$ cat src/rtl/rvfi_mem_arbiter.sv
// rvfi_mem_arbiter: arbitrates an instruction and a data requester onto one memory port,
// alternating grants on ties and flagging transfers that stall for TIMEOUT busy cycles.
module rvfi_mem_arbiter #(
   parameter int XLEN    = 32,
   parameter int TIMEOUT = 16
) (
   input  logic              clk,
   input  logic              reset,
   input  logic              i_valid,
   input  logic [XLEN-1:0]   i_addr,
   output logic              i_ready,
   output logic [XLEN-1:0]   i_rdata,
   input  logic              d_valid,
   input  logic [XLEN-1:0]   d_addr,
   input  logic [XLEN/8-1:0] d_wmask,
   input  logic [XLEN-1:0]   d_wdata,
   output logic              d_ready,
   output logic [XLEN-1:0]   d_rdata,
   output logic              mem_valid,
   output logic [XLEN-1:0]   mem_addr,
   output logic [XLEN/8-1:0] mem_wmask,
   output logic [XLEN-1:0]   mem_wdata,
   input  logic              mem_ready,
   input  logic [XLEN-1:0]   mem_rdata,
   output logic              grant_d,
   output logic              timeout_err
);
   typedef enum logic [1:0] {IDLE, BUSY_I, BUSY_D} state_t;
   state_t state, nxt;
   logic last_d, grant_d_q, err_q, busy, grant, pick_d, hit;
   logic [15:0] cnt;
   logic [16:0] cnt_inc;
   logic [XLEN-1:0] addr_q, wdata_q;
   logic [XLEN/8-1:0] wmask_q;
   assign busy    = state != IDLE;
   assign grant   = state == IDLE && (i_valid || d_valid);
   // on a tie the requester not served last wins; last_d=0 means I went last
   assign pick_d  = d_valid && (!i_valid || !last_d);
   assign cnt_inc = {1'b0, cnt} + 17'd1;
   // the stalled cycle that brings the count to TIMEOUT raises the flag at once
   assign hit     = busy && !mem_ready && cnt_inc == 17'(TIMEOUT);
   always_comb begin
      nxt = state;
      if (state == IDLE)
         nxt = pick_d ? BUSY_D : (i_valid ? BUSY_I : IDLE);
      else if (mem_ready)
         nxt = IDLE;
   end
   always_ff @(posedge clk) begin
      if (reset) begin
         state     <= IDLE;
         last_d    <= 1'b0;
         grant_d_q <= 1'b0;
         err_q     <= 1'b0;
         cnt       <= '0;
         addr_q    <= '0;
         wmask_q   <= '0;
         wdata_q   <= '0;
      end else begin
         state <= nxt;
         if (grant) begin
            addr_q    <= pick_d ? d_addr : i_addr;
            wmask_q   <= pick_d ? d_wmask : '0;
            wdata_q   <= pick_d ? d_wdata : '0;
            grant_d_q <= pick_d;
            cnt       <= '0;
         end else if (busy && !mem_ready && cnt != 16'hFFFF) begin
            cnt <= cnt_inc[15:0];
         end
         if (hit) err_q <= 1'b1;
         if (busy && mem_ready) last_d <= state == BUSY_D;
      end
   end
   assign mem_valid   = busy;
   assign mem_addr    = busy ? addr_q : '0;
   assign mem_wmask   = busy ? wmask_q : '0;
   assign mem_wdata   = busy ? wdata_q : '0;
   assign i_ready     = state == BUSY_I && mem_ready;
   assign d_ready     = state == BUSY_D && mem_ready;
   assign i_rdata     = i_ready ? mem_rdata : '0;
   assign d_rdata     = d_ready ? mem_rdata : '0;
   assign grant_d     = grant_d_q;
   assign timeout_err = err_q || hit;
endmodule

$ cat config.mk
export PLATFORM = sky130hd
export DESIGN_NAME = rvfi_mem_arbiter
export DESIGN_NICKNAME = d
export VERILOG_FILES = /design/src/rtl/rvfi_mem_arbiter.sv
export SDC_FILE = /design/constraint.sdc
export NUM_CORES = 1
export LEC_CHECK = 0
export CAP_MARGIN = 20
export CORE_UTILIZATION = 38
export CTS_BUF_LIST = sky130_fd_sc_hd__clkbuf_16
export CTS_CLUSTER_DIAMETER = 50
export DETAILED_ROUTE_END_ITERATION = 10
export PLACE_DENSITY = 0.81
export SETUP_SLACK_MARGIN = 0.3
export SYNTH_ARGS = -nofsm -noshare
export SYNTH_HDL_FRONTEND = slang
export SYNTH_SLANG_ARGS = --single-unit
export TNS_END_PERCENT = 50
$ cat constraint.sdc
create_clock -name clk -period 2.5 [get_ports clk]
set_clock_uncertainty 0.15 [all_clocks]
set_input_delay 0.5 -clock clk [delete_from_list [all_inputs] [get_ports clk]]
set_output_delay 0.5 -clock clk [all_outputs]
set_load 0.03 [all_outputs]
Yosys cells after proc, flatten, opt, wreduce, memory -nomap -nowiden
Index checks and enable logic that the tools add are counted.
- register bits after elaboration: 89
- latch bits: 0
- memory bits (writable): 0
- bits in read-only memories: 0
- input bits: 137
- output and inout port bits: 137
- logic and storage cells: 43
- memories kept: 0
- add/subtract/negate cells: 1
- $mul: 0
- divide/modulo/power cells: 0
- order comparisons: 0
- equality and inequality tests: 4
- shifts and indexed selects: 0
- multiplexer cells: 12
- bitwise logic cells: 0
- reduce and logical (&&, ||, !) cells: 18
- operators by type and width (kind ; number):
    two-way mux 32 bit ; 6
    adder 16 x 1 -> 17 bit (second input constant) ; 1
    == test 17 x 5 -> 1 bit (second input constant) ; 1
    != test 16 bit (second input constant) ; 1
    logical AND 1 bit ; 8
    two-way mux 4 bit ; 2
    two-way mux 2 bit ; 3
    nonzero test 2 bit ; 2
    zero test 1 bit ; 3
    logical OR 1 bit ; 3
    == test 2 x 1 -> 1 bit (second input constant) ; 1
    == test 2 bit (second input constant) ; 1
    zero test 2 bit ; 1
    OR reduction 2 bit ; 1
    two-way mux 1 bit ; 1

Depth between registers and ports, before layout
Gate-level depths: netlist of the first run.
- depth in word-level cells: 5
- mapped depth: 8
- depth with buffers taken out: 6

Worst setup path after synthesis of the first run
OpenSTA, ideal clock, no wires.
- kind: register to output
- start: register cnt[0]
- end: output timeout_err
- arrival time: 1.914 ns
- required time: 1.850 ns
- slack: -0.064 ns
- cell stages (with the launch flop): 7
- path buffers: 0
- cell sequence: dfxtp_1 ha_1 nand4_2 or3_1 mux2i_1 nand4_1 o21ai_1
- word-level cells in the longest chain between the ends: 4
- ends and longest elaborated chain (what ; RTL line ; RTL):
    start, declared ; 31 ; logic [15:0] cnt;
    start signal, assigned ; 68 ; cnt <= cnt_inc[15:0];
    adder 16 x 1 -> 17 bit ; 39 ; assign cnt_inc = {1'b0, cnt} + 17'd1;
    == test 17 x 5 -> 1 bit ; 41 ; assign hit = busy && !mem_ready && cnt_inc == 17'(TIMEOUT);
    logical AND 1 bit ; 41 ;
    logical OR 1 bit ; 83 ; assign timeout_err = err_q || hit;
    end, declared ; 26 ; output logic timeout_err
Every way passes these cells.

Final worst setup path of the first run
- start: register cnt[1]
- end: output timeout_err
Same word-level chain as after synthesis.

==> results of run 1 <==
## critical path, cell delays in order, from the launching register on
cell and delay (ns):
dfxtp_2 0.35, ha_4 0.14, buf_6 0.10, nand4_4 0.08, buf_6 0.15, nor4_4 0.18
xnor2_1 0.19, nand4_1 0.21, o21ai_4 0.19, buf_6 0.14
## how the worst max path moves through the flow
stage,start,end,depth (start not counted)
detailed placement,mem_ready,d_rdata[20],6
CTS,cnt[0],timeout_err,8
global placement,mem_ready,timeout_err,6
floorplan,cnt[1],timeout_err,6
global route,cnt[1],timeout_err,9
finish,cnt[1],timeout_err,9
## sequential cells by signal, summed over array words and instances, names as in the netlist
name     flops
grant_d      1
addr_q      32
wdata_q     32
cnt         16
wmask_q      4
err_q        1
last_d       1
state        2
## per-stage QoR
stage,TNS [ns],util,hold WS [ns]
floorplan,0,-,0.267
global placement,0,0.635,0.275
detailed placement,-0.000938,0.635,0.286
CTS,-0.273,0.671,0.300
global route,-0.324,0.676,0.297
finish,-0.204,0.676,0.294
## synthesized netlist by cell type (all sizes together), types with 3 or more instances
cell type  number
mux2i          34
buf            16
nand3           4
clkbuf         25
nor3            6
a22o           36
inv             4
a21oi           4
nand2          46
a21o            3
xnor2          17
nand2b          3
o21ai          34
nor4            6
dfxtp          89
and4            3
nand4           8
nor2           23
and2          134
## cell type report
type	count	area [sq um]
clock buffer	9	225
multi-input combinational	386	2680
tap	143	179
clock inverter	7	85.1
inverter	4	15.0
sequential	89	1800
timing repair buffer	309	2830
fill	908	3740
## kinds of logic after synthesis
| kind of cell | after synthesis | share of synthesized area |
|---|---|---|
| AOI/OAI and AO/OA | 86 | 0.132 |
| xor gates and xnor gates | 18 | 0.0345 |
| adders and majority gates | 1 | 0.00274 |
| buffers and inverters | 45 | 0.0449 |
| DFF | 89 | 0.390 |
| muxes | 35 | 0.0770 |
| and+or+nand+nor | 246 | 0.319 |
## power by group
group | internal [uW] | leakage [uW] | switching, uW
logic | 481 | 0.00255 | 471
registers | 1520 | 0.000735 | 50.1
clock network | 865 | 0.000152 | 534
total | 2870 | 0.00344 | 1060
## timing repair
action / 4_1_cts / 5_1_grt
setup buffers: 6 / 3
setup endpoints to repair: 136 / 132
pin swaps: 7 / 9
resized for setup: 17 / 13
gates cloned: 1 / 0
## per-layer routing
| layer | vias to the layer above | share of wire |
|---|---|---|
| met3 | 23 | 0.074 |
| met5 | - | 0 |
| li1 | 2317 | - |
| met2 | 191 | 0.52 |
| met4 | 0 | 0.025 |
| met1 | 2196 | 0.38 |
## placed cells by master (no fill, tap or decap), types with 3 or more instances in the layout
master,instances
a21oi_1,3
nor2_1,20
buf_12,11
mux2i_1,33
a22o_1,36
clkinv_1,3
nand4_1,6
dfxtp_1,78
and2_1,134
nand2b_1,3
inv_1,3
clkdlybuf4s50_1,136
clkbuf_16,9
xnor2_1,17
dfxtp_2,9
nor4_4,3
o21ai_0,33
buf_6,5
nor3_1,5
nand2_1,46
buf_4,155
nor4_1,3
a21o_1,3
==> flow_summary.json, run 1 <==
{
  "status": "finished, violations left",
  "violations": "design-rule violations, negative setup slack",
  "drive_above_1_share": 0.275,
  "netlist_area_sq_um": 4570,
  "h-tree-depth": 3,
  "ioPinCount": 274,
  "async_flop_share": 0,
  "slew_headroom": 0.768,
  "first_pass_iters": 8,
  "ctsHoldBuffers": 0,
  "overflow": 0,
  "hold_depth": 2,
  "period_needed_ns": 2.70,
  "cp.arrival_ns": 2.05,
  "layout.cells.non_filler": 947,
  "post-route-cell-area_sq_um": 7820,
  "setup_slack_ns": -0.204,
  "grt_util_met1": 0.236,
  "grt.met3_usage": 0.0631,
  "grt_pass1_vias": 4712,
  "critical_path_required_ns": 1.85,
  "synth_top_area_frac": 0.390,
  "dieArea_sq_um": 12500,
  "synth_area_per_cell_sq_um": 8.78,
  "powerDensity_nw_per_um2": 501,
  "clock.fmax_mhz": 370,
  "holdPathEnd": "addr_q[24]",
  "slew_viol_final": 0,
  "cp-end-kind": "primary output",
  "cts_tree": "built",
  "synth_edf_count": 0,
  "initial_core_util": 0.395,
  "dp_hpwl_um": 10600,
  "r2r_start": "cnt[1]",
  "die_y_um": 112,
  "busiest_layer": "met2",
  "yosysSeqAreaShare": 0.390,
  "cts_buffers": 9,
  "r2r_end": "err_q",
  "clock-root-buffer": "clkbuf_16",
  "yosys.area.top_type": "dfxtp_1",
  "syn_nets": 658,
  "dp_cells": 921,
  "startpoint_type": "flop",
  "wire_per_inst_um": 14.9,
  "place_area_sq_um": 7340,
  "peakVddDrop_v": 0.000355,
  "ys_ff_latch": 89,
  "coreArea_sq_um": 11600,
  "drc": 20,
  "worstMarginPinSlew_ns": 0.344,
  "power_uw": 3920,
  "ant_nets": 0,
  "ys_top_cells_by_area": "dfxtp_1 (39%), and2_1 (18%), mux2i_1 (7.5%)",
  "dr_total_vias": 4727,
  "area_growth_pct": 71.2,
  "clock_path_buffers": 2,
  "drt_iter0_drc": 155,
  "antenna_found_initial": 0,
  "grt_use_total": 0.228,
  "nets": 937,
  "cts_sinks": 89,
  "worstHoldStart": "addr_q[24]",
  "hold_class": "reg2reg",
  "rrSetupSlack_ns": 0.46,
  "grt_max_degree": 45,
  "worst_skew_pair.late_latency_ns": 0.33,
  "ys_warn_count": 0,
  "antenna_cells": 0,
  "fin_crit_sh": 1.08,
  "pre_cts_ws_ns": -0.000938,
  "max-cap-violations": 0,
  "p_leak_uw": 0.00344,
  "num_rows": 39,
  "crit_type": "reg2out",
  "synth_cell_type_count": 51,
  "wirelength_um": 14100,
  "path_max_fanout": 3,
  "dieWidth_um": 112,
  "rsz0062_at_grt": "true",
  "rr_worst_depth": 10,
  "grt_pass1_wl_um": 22600,
  "grt_util_met2": 0.424,
  "vias_per_cell": 4.99,
  "syn_inst": 520,
  "hold_violations": 0,
  "setup_viol": 1,
  "port_buffers": 273,
  "gp_congestion": 0.818,
  "synthFlopType": "dfxtp_1",
  "clkTransAtPathRegs_ns": 0.06
}
Power figures use the tool's default switching activity.
==> run 2: changes to the inputs <==
--- a/config.mk
+++ b/config.mk
@@ -6,11 +6,12 @@
 export NUM_CORES = 1
 export LEC_CHECK = 0
 export CAP_MARGIN = 20
-export CORE_UTILIZATION = 38
+export CORE_AREA = 2 2 105 107
 export CTS_BUF_LIST = sky130_fd_sc_hd__clkbuf_16
 export CTS_CLUSTER_DIAMETER = 50
 export DETAILED_ROUTE_END_ITERATION = 10
-export PLACE_DENSITY = 0.81
+export DIE_AREA = 0 0 107 109
+export DONT_BUFFER_PORTS = 1
 export SETUP_SLACK_MARGIN = 0.3
 export SYNTH_ARGS = -nofsm -noshare
 export SYNTH_HDL_FRONTEND = slang
==> run 2 against run 1 <==
Effect of this change: the flow finishes with violations (negative setup slack); core utilization shrank 16 points; setup slack better by 0.0025 ns; non-clock buffer count fell by 286; hold slack got worse by 0.23 ns; critical path type unchanged; critical endpoint unchanged; largest cell class is now multi-input combinational cells; largest power group is now the clock network; highest routed layer unchanged.
==> flow_summary.json, run 2 (synthesis gave the netlist of run 1 again) <==
{
  "coreArea_sq_um": 10600,
  "rsz0062_at_grt": "true",
  "dr_total_vias": 3661,
  "initial_core_util": 0.431,
  "powerDensity_nw_per_um2": 694,
  "clock-root-buffer": "clkbuf_16",
  "dieArea_sq_um": 11700,
  "overflow": 0,
  "violations": "negative setup slack",
  "clock_path_buffers": 2,
  "cts_sinks": 89,
  "place_area_sq_um": 4780,
  "layout_commonest_cell": "and2_2",
  "critPathMaxStageDelay_ns": 0.36,
  "crit_path_top_delay_cell": "dfxtp_4",
  "reg.largest.list": "addr_q (32), wdata_q (32), cnt (16)",
  "cp.arrival_ns": 2.05,
  "vias_per_cell": 5.53,
  "hold_violations": 0,
  "worst_skew_pair.late_latency_ns": 0.34,
  "drive_above_1_share": 0.396,
  "post-route-cell-area_sq_um": 5520,
  "die_y_um": 109,
  "grt_pass1_wl_um": 18200,
  "wire_per_inst_um": 19.3,
  "period_needed_ns": 2.70,
  "max-cap-violations": 0,
  "layout.cells.non_filler": 662,
  "peakVddDrop_v": 0.000348,
  "dp_hpwl_um": 9050,
  "fillers": 956,
  "port_buffers": 0,
  "fin_crit_sh": 1.08,
  "slew_viol_final": 0,
  "ioPinCount": 274,
  "grt_use_total": 0.205,
  "setup_slack_ns": -0.201,
  "dieWidth_um": 107,
  "drt_iter0_drc": 148,
  "clkTransAtPathRegs_ns": 0.07,
  "slew_headroom": 0.702,
  "power_uw": 3830,
  "setup_viol": 1,
  "cp-end-kind": "primary output",
  "critical_path_required_ns": 1.85,
  "p_leak_uw": 0.00222,
  "nets": 651,
  "crit_type": "reg2out",
  "path_max_fanout": 2,
  "cts_buffers": 9,
  "cts_tree": "built",
  "drc": 0,
  "num_rows": 38,
  "worstMarginPinSlew_ns": 0.448,
  "grt_pass1_vias": 3388,
  "grt_max_degree": 43,
  "gp_congestion": 0.851,
  "startpoint_type": "flop",
  "first_pass_iters": 4,
  "h-tree-depth": 3,
  "clock.fmax_mhz": 370,
  "layout_common_cells": "and2_2 (99), dfxtp_1 (80), nand2_1 (46)",
  "antenna_found_initial": 2,
  "ant_nets": 0,
  "status": "finished, violations left",
  "area_growth_pct": 20.9,
  "dp_cells": 635,
  "hold_class": "in2reg",
  "wirelength_um": 12800,
  "worstPathCellList": "ha_4 -> and3b_1 -> o2111ai_2 -> a2111oi_4 -> nand4_1 -> o21ai_4"
}
## run 2: cell types whose count changed in the layout (fill, tap and decap cells not counted), sizes merged
cell	previous run	this run
clkdlybuf4s50	136	0
inv	4	7
buf	172	23
clkinv	5	0
bufinv	2	3
diode	0	4
## run 2: layer usage
layer / global-route usage / up-vias / share of wire
li1: - / 1754 / -
met1: 0.223 / 1700 / 0.37
met2: 0.369 / 184 / 0.54
met3: 0.0365 / 23 / 0.056
met4: 0.126 / 0 / 0.035
met5: 0 / - / 0
## run 2: worst paths after layout
path,slack [ns],depth (start not counted),startpoint,endpoint
hold reg to reg,0.29,2,addr_q[3],addr_q[3]
hold / removal,0.06,1,reset,state[0]
setup reg to reg,0.53,9,cnt[1],cnt[14]
setup / recovery,-0.20,6,cnt[1],timeout_err
## run 2: area by class of cell
class	instances	area (sq um)	share of cell area
Inverter	4	15.0	0.00272
Clock buffer	10	250	0.0453
Clock inverter	6	119	0.0215
Antenna cell	4	10.0	0.00181
Tap cell	140	175	0.0317
Multi-Input combinational cell	386	2900	0.525
Timing Repair Buffer	23	254	0.0460
Sequential cell	89	1800	0.326
## run 2: timing repair
item,CTS,global route
buffers inserted,6,0
cloned,1,0
setup endpoints to repair,133,115
pin swaps,5,5
resized for setup,143,47
hold buffers,0,0
## run 2: power by group
part	internal (uW)	total (uW)	switching [uW]
registers	1520	1580	58.4
logic	203	606	403
clock network	1050	1650	594
total	2770	3830	1060
## run 2: per-stage QoR
step | utilization | setup slack (ns) | TNS, ns | hold WS, ns
4_1_cts | 0.512 | -0.256 | -0.256 | 0.0495
3_3_place_gp | 0.451 | -0.0121 | -0.0121 | 0.277
6_report | 0.521 | -0.201 | -0.201 | 0.0646
5_1_grt | 0.521 | -0.308 | -0.308 | 0.0564
2_1_floorplan | - | 0.204 | 0 | 0.267
3_5_place_dp | 0.451 | -0.0230 | -0.0230 | 0.286
## run 2: critical path: cells and delay by family, from the launching register on
| family | cells | cell delay [ns] |
|---|---|---|
| flip-flops | 1 | 0.36 |
| AND/OR/NAND/NOR | 2 | 0.39 |
| adder cells (fa/ha/maj) | 1 | 0.13 |
| AO/OA/AOI/OAI | 3 | 0.82 |
